## config.mk

```make
export PLATFORM = sky130hd
export DESIGN_NAME = note_tone_gen_flat
export DESIGN_NICKNAME = d
export VERILOG_FILES = /design/src/rtl/note_tone_gen_if.sv /design/src/rtl/note_tone_gen.sv /design/src/flat_wrapper.sv
export SDC_FILE = /design/constraint.sdc
export NUM_CORES = 1
export LEC_CHECK = 0
export ABC_AREA = 0
export CAP_MARGIN = 25
export CORE_MARGIN = 1.5
export CORE_UTILIZATION = 46
export DETAILED_ROUTE_END_ITERATION = 8
export GPL_TIMING_DRIVEN = 0
export PLACE_DENSITY_LB_ADDON = 0.2
export SYNTH_ARGS = -nofsm -noshare
export SYNTH_HDL_FRONTEND = slang
export SYNTH_SLANG_ARGS = --single-unit
```

## constraint.sdc

```tcl
create_clock -name clk_i -period 2.99 [get_ports clk_i]
set_input_delay 0.4485 -clock clk_i [delete_from_list [all_inputs] [get_ports clk_i]]
set_output_delay 0.4485 -clock clk_i [all_outputs]
set_load 0.05 [all_outputs]
```

## src/rtl/note_tone_gen_if.sv

```systemverilog
// Note/tone bundle between the sequence counter and the tone generator.
// master: strobe + index out, tone status in; slave: the reverse.
interface note_tone_gen_if #(
  parameter int BW = 8
);
  logic          strb_i;
  logic [BW-1:0] noteIndex_i;
  logic          tone_o;
  logic          active_o;
  logic [BW-1:0] note_o;

  modport master (
    output strb_i, noteIndex_i,
    input  tone_o, active_o, note_o
  );

  modport slave (
    input  strb_i, noteIndex_i,
    output tone_o, active_o, note_o
  );
endinterface

```

## src/rtl/note_tone_gen.sv

```systemverilog
// Square-wave note generator: latches the note index after each strobe,
// waits a silent gap, then toggles tone at the scale table half-period.
// Ports: clk_i, rst_i (async, active-high), bus (slave: strb_i,
// noteIndex_i in; tone_o, active_o, note_o out).
module note_tone_gen #(
  parameter int BW         = 8,
  parameter int DIV_W      = 16,
  parameter int GAP_CYCLES = 256,
  parameter int GAP_W      = 16
) (
  input  logic         clk_i,
  input  logic         rst_i,
  note_tone_gen_if.slave bus
);

  typedef enum logic [1:0] {
    IDLE,
    LOAD,
    GAP,
    TONE
  } state_t;

  localparam logic [GAP_W-1:0] GAP_LAST =
    GAP_W'(GAP_CYCLES > 0 ? GAP_CYCLES - 1 : 0);

  state_t           state_q, state_d;
  logic             strb_d;
  logic [DIV_W-1:0] div_q;
  logic [DIV_W-1:0] half_q;
  logic [GAP_W-1:0] gap_q;
  logic             rest_q;
  logic             tone_q;
  logic [BW-1:0]    note_q;

  logic [DIV_W-1:0] base;
  logic [DIV_W-1:0] shifted;
  logic [DIV_W-1:0] half_d;
  logic             rest_d;

  always_comb begin
    base = '0;
    unique case (bus.noteIndex_i[2:0])
      3'd0: base = DIV_W'(19111);
      3'd1: base = DIV_W'(17026);
      3'd2: base = DIV_W'(15169);
      3'd3: base = DIV_W'(14317);
      3'd4: base = DIV_W'(12755);
      3'd5: base = DIV_W'(11364);
      3'd6: base = DIV_W'(10124);
      3'd7: base = DIV_W'(9556);
    endcase
    shifted = base >> bus.noteIndex_i[5:3];
    half_d  = (shifted == '0) ? DIV_W'(1) : shifted;
    rest_d  = &bus.noteIndex_i;
  end

  always_comb begin
    state_d = state_q;
    unique case (state_q)
      IDLE: state_d = LOAD;
      LOAD: state_d = (GAP_CYCLES == 0) ? TONE : GAP;
      GAP:  if (gap_q == GAP_LAST) state_d = TONE;
      TONE: state_d = TONE;
    endcase
    // a new note aborts whatever is in progress
    if (strb_d && state_q != IDLE) state_d = LOAD;
  end

  always_ff @(posedge clk_i or posedge rst_i) begin
    if (rst_i) begin
      state_q <= IDLE;
      strb_d  <= 1'b0;
      div_q   <= '0;
      half_q  <= '0;
      gap_q   <= '0;
      rest_q  <= 1'b0;
      tone_q  <= 1'b0;
      note_q  <= '0;
    end else begin
      state_q <= state_d;
      strb_d  <= bus.strb_i;
      unique case (state_q)
        IDLE: ;
        LOAD: begin
          note_q <= bus.noteIndex_i;
          half_q <= half_d;
          rest_q <= rest_d;
          gap_q  <= '0;
          div_q  <= '0;
          tone_q <= 1'b0;
        end
        GAP: begin
          gap_q <= gap_q + GAP_W'(1);
          div_q <= '0;
        end
        TONE: begin
          if (!rest_q) begin
            if (div_q == half_q - DIV_W'(1)) begin
              div_q  <= '0;
              tone_q <= ~tone_q;
            end else begin
              div_q <= div_q + DIV_W'(1);
            end
          end
        end
      endcase
    end
  end

  // gated by state so the pin goes quiet in the LOAD cycle itself
  assign bus.tone_o   = tone_q & (state_q == TONE) & ~rest_q;
  assign bus.active_o = (state_q == TONE) & ~rest_q;
  assign bus.note_o   = note_q;

endmodule

```

## src/flat_wrapper.sv

```systemverilog
// flat-port wrapper written by rule: the top's interface ports become plain ports
module note_tone_gen_flat 
#(
  parameter int BW         = 8,
  parameter int DIV_W      = 16,
  parameter int GAP_CYCLES = 256,
  parameter int GAP_W      = 16
)
  (clk_i, rst_i, bus_strb_i, bus_noteIndex_i, bus_tone_o, bus_active_o, bus_note_o);
  note_tone_gen_if #(.BW(BW)) bus_i ();
  input  logic clk_i;
  input  logic rst_i;
  input wire logic [$bits(bus_i.strb_i)-1:0] bus_strb_i;
  input wire logic [$bits(bus_i.noteIndex_i)-1:0] bus_noteIndex_i;
  output wire logic [$bits(bus_i.tone_o)-1:0] bus_tone_o;
  output wire logic [$bits(bus_i.active_o)-1:0] bus_active_o;
  output wire logic [$bits(bus_i.note_o)-1:0] bus_note_o;
  assign bus_i.strb_i = bus_strb_i;
  assign bus_i.noteIndex_i = bus_noteIndex_i;
  assign bus_tone_o = bus_i.tone_o;
  assign bus_active_o = bus_i.active_o;
  assign bus_note_o = bus_i.note_o;
  note_tone_gen #(.BW(BW), .DIV_W(DIV_W), .GAP_CYCLES(GAP_CYCLES), .GAP_W(GAP_W)) u_core (.clk_i(clk_i), .rst_i(rst_i), .bus(bus_i));
endmodule
```

Word-level counts from Yosys, hierarchy flattened
Memories as Yosys holds them, arrays and structs flattened.
Index checks and enable logic that the tools add are counted.
Operators by class
  reduce and logical (&&, ||, !) cells: 11
  shifts and indexed selects: 1
  equality and inequality tests: 8
  multiplexer cells: 11
  bitwise operators: 5
  add/sub/neg operators: 3
Operators by type and width (number)
  16-bit case mux with 2 select lines: 2
  16-bit 2-to-1 mux: 3
  16-bit by 1-bit adder with 16-bit output (second input constant): 2
  16-bit equality test: 1
  16-bit by 8-bit equality test with 1-bit output (second input constant): 1
  16-bit zero test: 1
  16-bit by 3-bit >> shifter with 16-bit output: 1
  16-bit by 1-bit subtractor with 16-bit output (second input constant): 1
  2-bit case mux with 4 select lines: 1
  8-bit AND reduction: 1
  2-bit nonzero test: 4
  2-bit equality test (second input constant): 2
  2-bit 2-to-1 mux: 2
  1-bit bitwise AND: 3
  3-bit by 1-bit != test with 1-bit output (second input constant): 1
  3-bit AND reduction: 1
  2-bit by 1-bit equality test with 1-bit output (second input constant): 1
  2-bit zero test: 1
  1-bit 2-to-1 mux: 2
  2-bit by 1-bit != test with 1-bit output (second input constant): 1
  2-bit != test (second input constant): 1
  1-bit inverter: 2
  1-bit case mux with 2 select lines: 1
  2-bit AND reduction: 1
  2 further kinds: 2
Word-level totals
  memory bits (read-only): 120
  memories kept: 1
  flip-flop bits (word level): 61
  bits of input ports: 11
  logic and storage cells: 48
  output and inout bits: 10
Memory list
  (no name shown): depth 8, width 15, rd ports 1, clocked after Yosys merged registers in 0, write ports 0, line note_tone_gen.sv:42  | unique case (bus.noteIndex_i[2:0])

Depth between registers and ports, before layout
  depth in word-level cells: 5
  mapped depth: 11
  gate-level depth less buffers: 10

Worst setup path before layout
OpenSTA, ideal clock, no wires.
  path kind: reg-to-reg
  start: reg u_core.half_q[0]
  end: reg u_core.div_q[10]
  required time: 2.889 ns
  period minus slack after synthesis: 2.425 ns
  cell stages (with the launch flop): 12
  data arrival time: 2.325 ns
  path buffers: 1
  setup slack: 0.565 ns
  library setup time: 0.101 ns
  cells stage by stage: dfrtp_1 inv_1 ha_1 nor4b_4 a31oi_1 a211o_1 a31oi_1 nor3_1 nand2_1 nand2_1 buf_4 o311ai_2
Between the ends
  longest elaborated chain between the ends: 5
Ends and longest elaborated chain
  start: declaration: line note_tone_gen.sv:29  | logic [DIV_W-1:0] half_q;
  start signal: assignment: line note_tone_gen.sv:86  | half_q <= half_d;
  16-bit by 1-bit subtractor with 16-bit output: line note_tone_gen.sv:98  | if (div_q == half_q - DIV_W'(1)) begin
  16-bit equality test: line note_tone_gen.sv:98
  16-bit 2-to-1 mux: line note_tone_gen.sv:98
  16-bit 2-to-1 mux: line note_tone_gen.sv:97  | if (!rest_q) begin
  16-bit case mux with 2 select lines: line note_tone_gen.sv:82  | unique case (state_q)
  end signal: assignment: line note_tone_gen.sv:102  | div_q <= div_q + DIV_W'(1);
  end: declaration: line note_tone_gen.sv:28  | logic [DIV_W-1:0] div_q;
Every way passes these cells. The select of a mux whose other input is x is not followed.
A chain may end at the register's enable or synchronous reset.

Worst setup path in the final report
  start: reg u_core.half_q[0]
  end: reg u_core.div_q[6]
The elaborated chain is that of the path after synthesis.

==> flow_summary.html <==
<table>
<tr><th>Metric</th><th>Value</th></tr>
<tr><th colspan="2">Outcome</th></tr>
<tr><td>Outcome</td><td>finished clean</td></tr>
<tr><th colspan="2">Synthesis</th></tr>
<tr><td>Syn avg cell area</td><td>8.82 um^2</td></tr>
<tr><td>YS warnings</td><td>0</td></tr>
<tr><td>Top_reg_cell synth</td><td>dfrtp_1</td></tr>
<tr><td>Mapped Area</td><td>0.00402 mm^2</td></tr>
<tr><td>Distinct cell type count after synthesis</td><td>59</td></tr>
<tr><td>Number of synthesized flops with an enable pin</td><td>0</td></tr>
<tr><td>Sequential area share after synthesis</td><td>37.4%</td></tr>
<tr><td>Post-synth net total</td><td>481</td></tr>
<tr><td>Synthesized instance count</td><td>455</td></tr>
<tr><td>Async set-reset flop share out of synthesis</td><td>100%</td></tr>
<tr><td>Number of register bits inferred by synthesis</td><td>60</td></tr>
<tr><th colspan="2">Worst setup path</th></tr>
<tr><td>Length in cells of the worst reg-to-reg path</td><td>12</td></tr>
<tr><td>Worst path max stage delay</td><td>440 ps</td></tr>
<tr><td>Crit path cell chain</td><td>inv_1 &gt; ha_1 &gt; nor4b_4 &gt; buf_4 &gt; or3_1 &gt; a32oi_1 &gt; a211oi_1 &gt; nor3_2 &gt; a21oi_2 &gt; buf_6 &gt; nand3_1 &gt; o311ai_2</td></tr>
<tr><td>Arrival time at the worst endpoint</td><td>3090 ps</td></tr>
<tr><td>Critical path destination</td><td>u_core.div_q[6]</td></tr>
<tr><td>Worst flop-to-flop path startpoint</td><td>u_core.half_q[0]</td></tr>
<tr><td>Setup slack of the worst register-to-register path</td><td>150 ps</td></tr>
<tr><td>Path length in cells of the critical path</td><td>12</td></tr>
<tr><td>Setup crit start</td><td>u_core.half_q[0]</td></tr>
<tr><td>Family with the most delay on the worst path</td><td>compound AO/OA/AOI/OAI gates</td></tr>
<tr><td>Classification of the worst setup path</td><td>reg -&gt; reg</td></tr>
<tr><td>Capturing element type of the critical path</td><td>register</td></tr>
<tr><td>Element type at the critical path start</td><td>register</td></tr>
<tr><td>CP max-delay cell</td><td>dfrtp_1</td></tr>
<tr><td>Data required time at the worst endpoint</td><td>3240 ps</td></tr>
<tr><td>Buf/Inv on CP</td><td>3</td></tr>
<tr><td>Worst-path fanout max</td><td>10</td></tr>
<tr><td>Worst R2R End</td><td>u_core.div_q[6]</td></tr>
<tr><th colspan="2">Timing</th></tr>
<tr><td>Setup skew after layout</td><td>7.95 ps</td></tr>
<tr><td>Number of hold violations in the final report</td><td>0</td></tr>
<tr><td>Worst Hold Slack</td><td>487 ps</td></tr>
<tr><td>Setup repair after global routing missed its margin</td><td>false</td></tr>
<tr><td>Number of setup violations in the final report</td><td>0</td></tr>
<tr><td>Slew at the pin closest to its max-slew limit</td><td>698 ps</td></tr>
<tr><td>Highest clock frequency the design can meet</td><td>0.352 GHz</td></tr>
<tr><td>Post-layout minimum cycle time</td><td>2840 ps</td></tr>
<tr><td>Slew Limit Fails</td><td>0</td></tr>
<tr><td>Slew headroom</td><td>53.4%</td></tr>
<tr><td>Part of the cycle the worst path needs</td><td>94.9%</td></tr>
<tr><th colspan="2">CTS</th></tr>
<tr><td>CTS buffer count</td><td>9</td></tr>
<tr><td>CTS Root Buffer Type</td><td>clkbuf_8</td></tr>
<tr><td>Insertion delay to the later sink of the worst-skew pair</td><td>340 ps</td></tr>
<tr><td>H-tree levels</td><td>3</td></tr>
<tr><td>Cts hold-fix bufs</td><td>0</td></tr>
<tr><td>TritonCTS clock tree</td><td>built</td></tr>
<tr><td>Clock tree buffer depth</td><td>2</td></tr>
<tr><td>Clock slew seen by the registers of the worst setup and hold paths</td><td>70 ps</td></tr>
<tr><td>Clock Sinks</td><td>60</td></tr>
<tr><th colspan="2">Power and ir drop</th></tr>
<tr><td>Power spent charging and discharging nets</td><td>1660 uW</td></tr>
<tr><td>Share of total power in the clock network</td><td>20.0%</td></tr>
<tr><td>Fraction of power consumed by sequential logic</td><td>31.7%</td></tr>
<tr><td>Switching power share of the total</td><td>44.2%</td></tr>
<tr><td>Internal Pwr Total</td><td>2100 uW</td></tr>
<tr><td>Worst-case vdd ir drop</td><td>0.668 mV</td></tr>
<tr><td>P per Cell Area</td><td>820 mW/mm^2</td></tr>
<tr><td>Overall power after layout</td><td>3750 uW</td></tr>
<tr><td>Leakage power summed over all cells</td><td>0.00191 uW</td></tr>
<tr><td>Share of power burned in combinational logic</td><td>48.3%</td></tr>
<tr><th colspan="2">Cells and area</th></tr>
<tr><td>Layout overhead on the synthesized area</td><td>14.0%</td></tr>
<tr><td>Share of cells above drive strength 1</td><td>11.2%</td></tr>
<tr><td>Final-stage net count</td><td>514</td></tr>
<tr><td>Number of non-filler instances in the completed layout</td><td>598</td></tr>
<tr><td>Fill cell total of the finished layout</td><td>754</td></tr>
<tr><td>N_diodes</td><td>0</td></tr>
<tr><th colspan="2">Placed design</th></tr>
<tr><td>HPWL after detailed placement</td><td>6600 um</td></tr>
<tr><td>Final estimated routing congestion in global placement</td><td>0.873</td></tr>
<tr><td>Count of input and output buffers</td><td>18</td></tr>
<tr><td>Placed cell count</td><td>579</td></tr>
<tr><th colspan="2">Floorplanning</th></tr>
<tr><td>Top-level I/O count</td><td>21</td></tr>
<tr><td>Die Wd</td><td>96.4 um</td></tr>
<tr><td>Initial core utilization</td><td>48.1%</td></tr>
<tr><td>Core Area</td><td>0.00834 mm^2</td></tr>
<tr><td>Site Rows</td><td>33</td></tr>
<tr><td>Die Y</td><td>96.4 um</td></tr>
<tr><td>Area enclosed by the die boundary</td><td>0.00930 mm^2</td></tr>
<tr><th colspan="2">Detailed routing</th></tr>
<tr><td>Via-per-instance ratio</td><td>5.62</td></tr>
<tr><td>Count of routing violations after the opening detailed-route iteration</td><td>214</td></tr>
<tr><td>Total DRC errors in the routed layout</td><td>0</td></tr>
<tr><td>Final antenna-violating net count</td><td>0</td></tr>
<tr><td>Count of TritonRoute iterations in the first routing pass</td><td>4</td></tr>
<tr><td>Total number of vias</td><td>3361</td></tr>
<tr><td>Routed wirelength normalized by instance count</td><td>15.1 um</td></tr>
<tr><td>Routed wire length</td><td>9050 um</td></tr>
<tr><th colspan="2">Global routing</th></tr>
<tr><td>Global-route wire length before repair</td><td>15200 um</td></tr>
<tr><td>Total overflow reported by the global router</td><td>0</td></tr>
<tr><td>Initial antenna violation count</td><td>0</td></tr>
<tr><td>Tot GR Track Use</td><td>21.1%</td></tr>
<tr><td>Number of global-route vias before repair</td><td>3219</td></tr>
<tr><td>Maximum number of pins on one net before global-route repair</td><td>33</td></tr>
<tr><th colspan="2">Hold path</th></tr>
<tr><td>Path category of the worst min-delay check</td><td>reg -&gt; reg</td></tr>
<tr><th colspan="2">Job</th></tr>
<tr><td>Number of max-capacitance violations reported</td><td>0</td></tr>
</table>
## cells by family after synthesis
logic type	after synthesis	share of synthesized area [%]
AND/OR/NAND/NOR	181	22.6
AO/OA/AOI/OAI	97	17.3
flip-flops	60	37.4
buffers and inverters	47	4.86
XOR/XNOR	30	6.54
multiplexers	25	6.64
adder cells (fa/ha/maj)	15	4.67
## cells in the mapped netlist, drive strengths merged (2+ instances only)
library cell  instances  share of area [%]
dfrtp                60                 37
nand2                59                5.5
nor2                 39                3.6
o21ai                34                4.2
clkbuf               23                2.2
nand3                23                2.9
inv                  20                1.9
xor2                 17                3.7
ha                   15                4.7
a21oi                14                1.8
mux2                 13                3.6
xnor2                13                2.8
mux2i                12                3.0
nor3                  8                1.1
o311ai                7                2.6
or3                   7                1.1
a31oi                 6               0.93
and3                  6               0.93
nand4                 6               0.93
o211ai                6                1.2
a21o                  5               0.93
nor4                  5               0.78
or2                   5               0.78
a211oi                4               0.75
and4                  4               0.87
buf                   4               0.84
a22o                  3               0.65
nand2b                3               0.47
nor2b                 3               0.47
nor4b                 3                1.0
o2bb2ai               3               0.65
or4                   3               0.65
a221o                 2               0.50
nand3b                2               0.37
nor3b                 2               0.37
o221ai                2               0.44
## routing by layer
metal	GRT usage (%)	wire length, um	up-vias
met1	29.7	4540	1608
met3	3.68	375	8
met5	0	0	-
met2	32.3	4030	64
li1	-	-	1681
met4	8.21	110	0
## how the worst min path moves through the flow
stage,to,slack [ps],cells past startpoint,start
after floorplan,u_core.state_q[1],440,1,u_core.strb_d
after global placement,u_core.state_q[1],460,1,u_core.strb_d
after detailed placement,u_core.state_q[1],470,1,u_core.strb_d
after CTS,u_core.state_q[1],480,1,u_core.strb_d
after global routing,u_core.state_q[1],490,1,u_core.strb_d
final,u_core.state_q[1],490,1,u_core.strb_d
## placed cells by master (no fill, tap or decap), types with 12 or more instances in the layout
master,netlist,routed
a21oi_1,13,13
clkbuf_1,23,24
clkdlybuf4s50_1,0,18
dfrtp_1,60,60
ha_1,15,15
inv_1,20,19
mux2_2,13,13
mux2i_1,12,12
nand2_1,59,59
nand3_1,23,23
nor2_1,39,39
o21ai_0,29,29
xnor2_1,13,13
xor2_1,17,17
## power by group through the flow
| stage | Clock (uW) | Combinational (uW) | Sequential, uW |
|---|---|---|---|
| after floorplan | 0 | 1140 | 1350 |
| after global placement | 0 | 1740 | 1200 |
| after detailed placement | 0 | 1790 | 1200 |
| after CTS | 766 | 1800 | 1190 |
| after global routing | 796 | 1980 | 1220 |
| final | 751 | 1810 | 1190 |
## worst reg2reg max path, cell delays in order (launching register included)
cell and delay (ps):
dfrtp_1 440, inv_1 100, ha_1 230, nor4b_4 380
buf_4 200, or3_1 90, a32oi_1 50, a211oi_1 410
nor3_2 100, a21oi_2 320, buf_6 200, nand3_1 110
o311ai_2 120
## metrics by stage
step / setup TNS, ps / setup slack (ps) / cell area (um^2) / util, %
finish: 0 / 151 / 4580 / 54.9
global route: 0 / 1.72 / 4580 / 54.9
CTS: 0 / 128 / 4550 / 54.5
detailed placement: 0 / 138 / 4350 / 52.1
global placement: -1040 / -22.4 / 4330 / 51.9
floorplan: 0 / 565 / 4020 / -
## sequential cells by signal (all words and copies together) (netlist names)
name,cells
u_core.bus.note_o,8
u_core.div_q,16
u_core.gap_q,16
u_core.half_q,15
u_core.rest_q,1
u_core.state_q,2
u_core.strb_d,1
u_core.tone_q,1
## timing repair
| item | CTS | global route |
|---|---|---|
| endpoints found under the setup margin | 0 | 12 |
| resized for setup | 0 | 1 |
| setup buffers | 0 | 3 |
## final cells by class
type	count	area, um^2	share of cell area [%]
tap	105	131	2.87
multi-input combinational	348	2320	50.8
buffer	27	120	2.62
clock inverter	4	47.5	1.04
sequential	60	1500	32.8
clock buffer	12	155	3.39
timing repair buffer	22	223	4.87
inverter	20	75.1	1.64
Note: power is estimated with default switching activity, not from simulation.
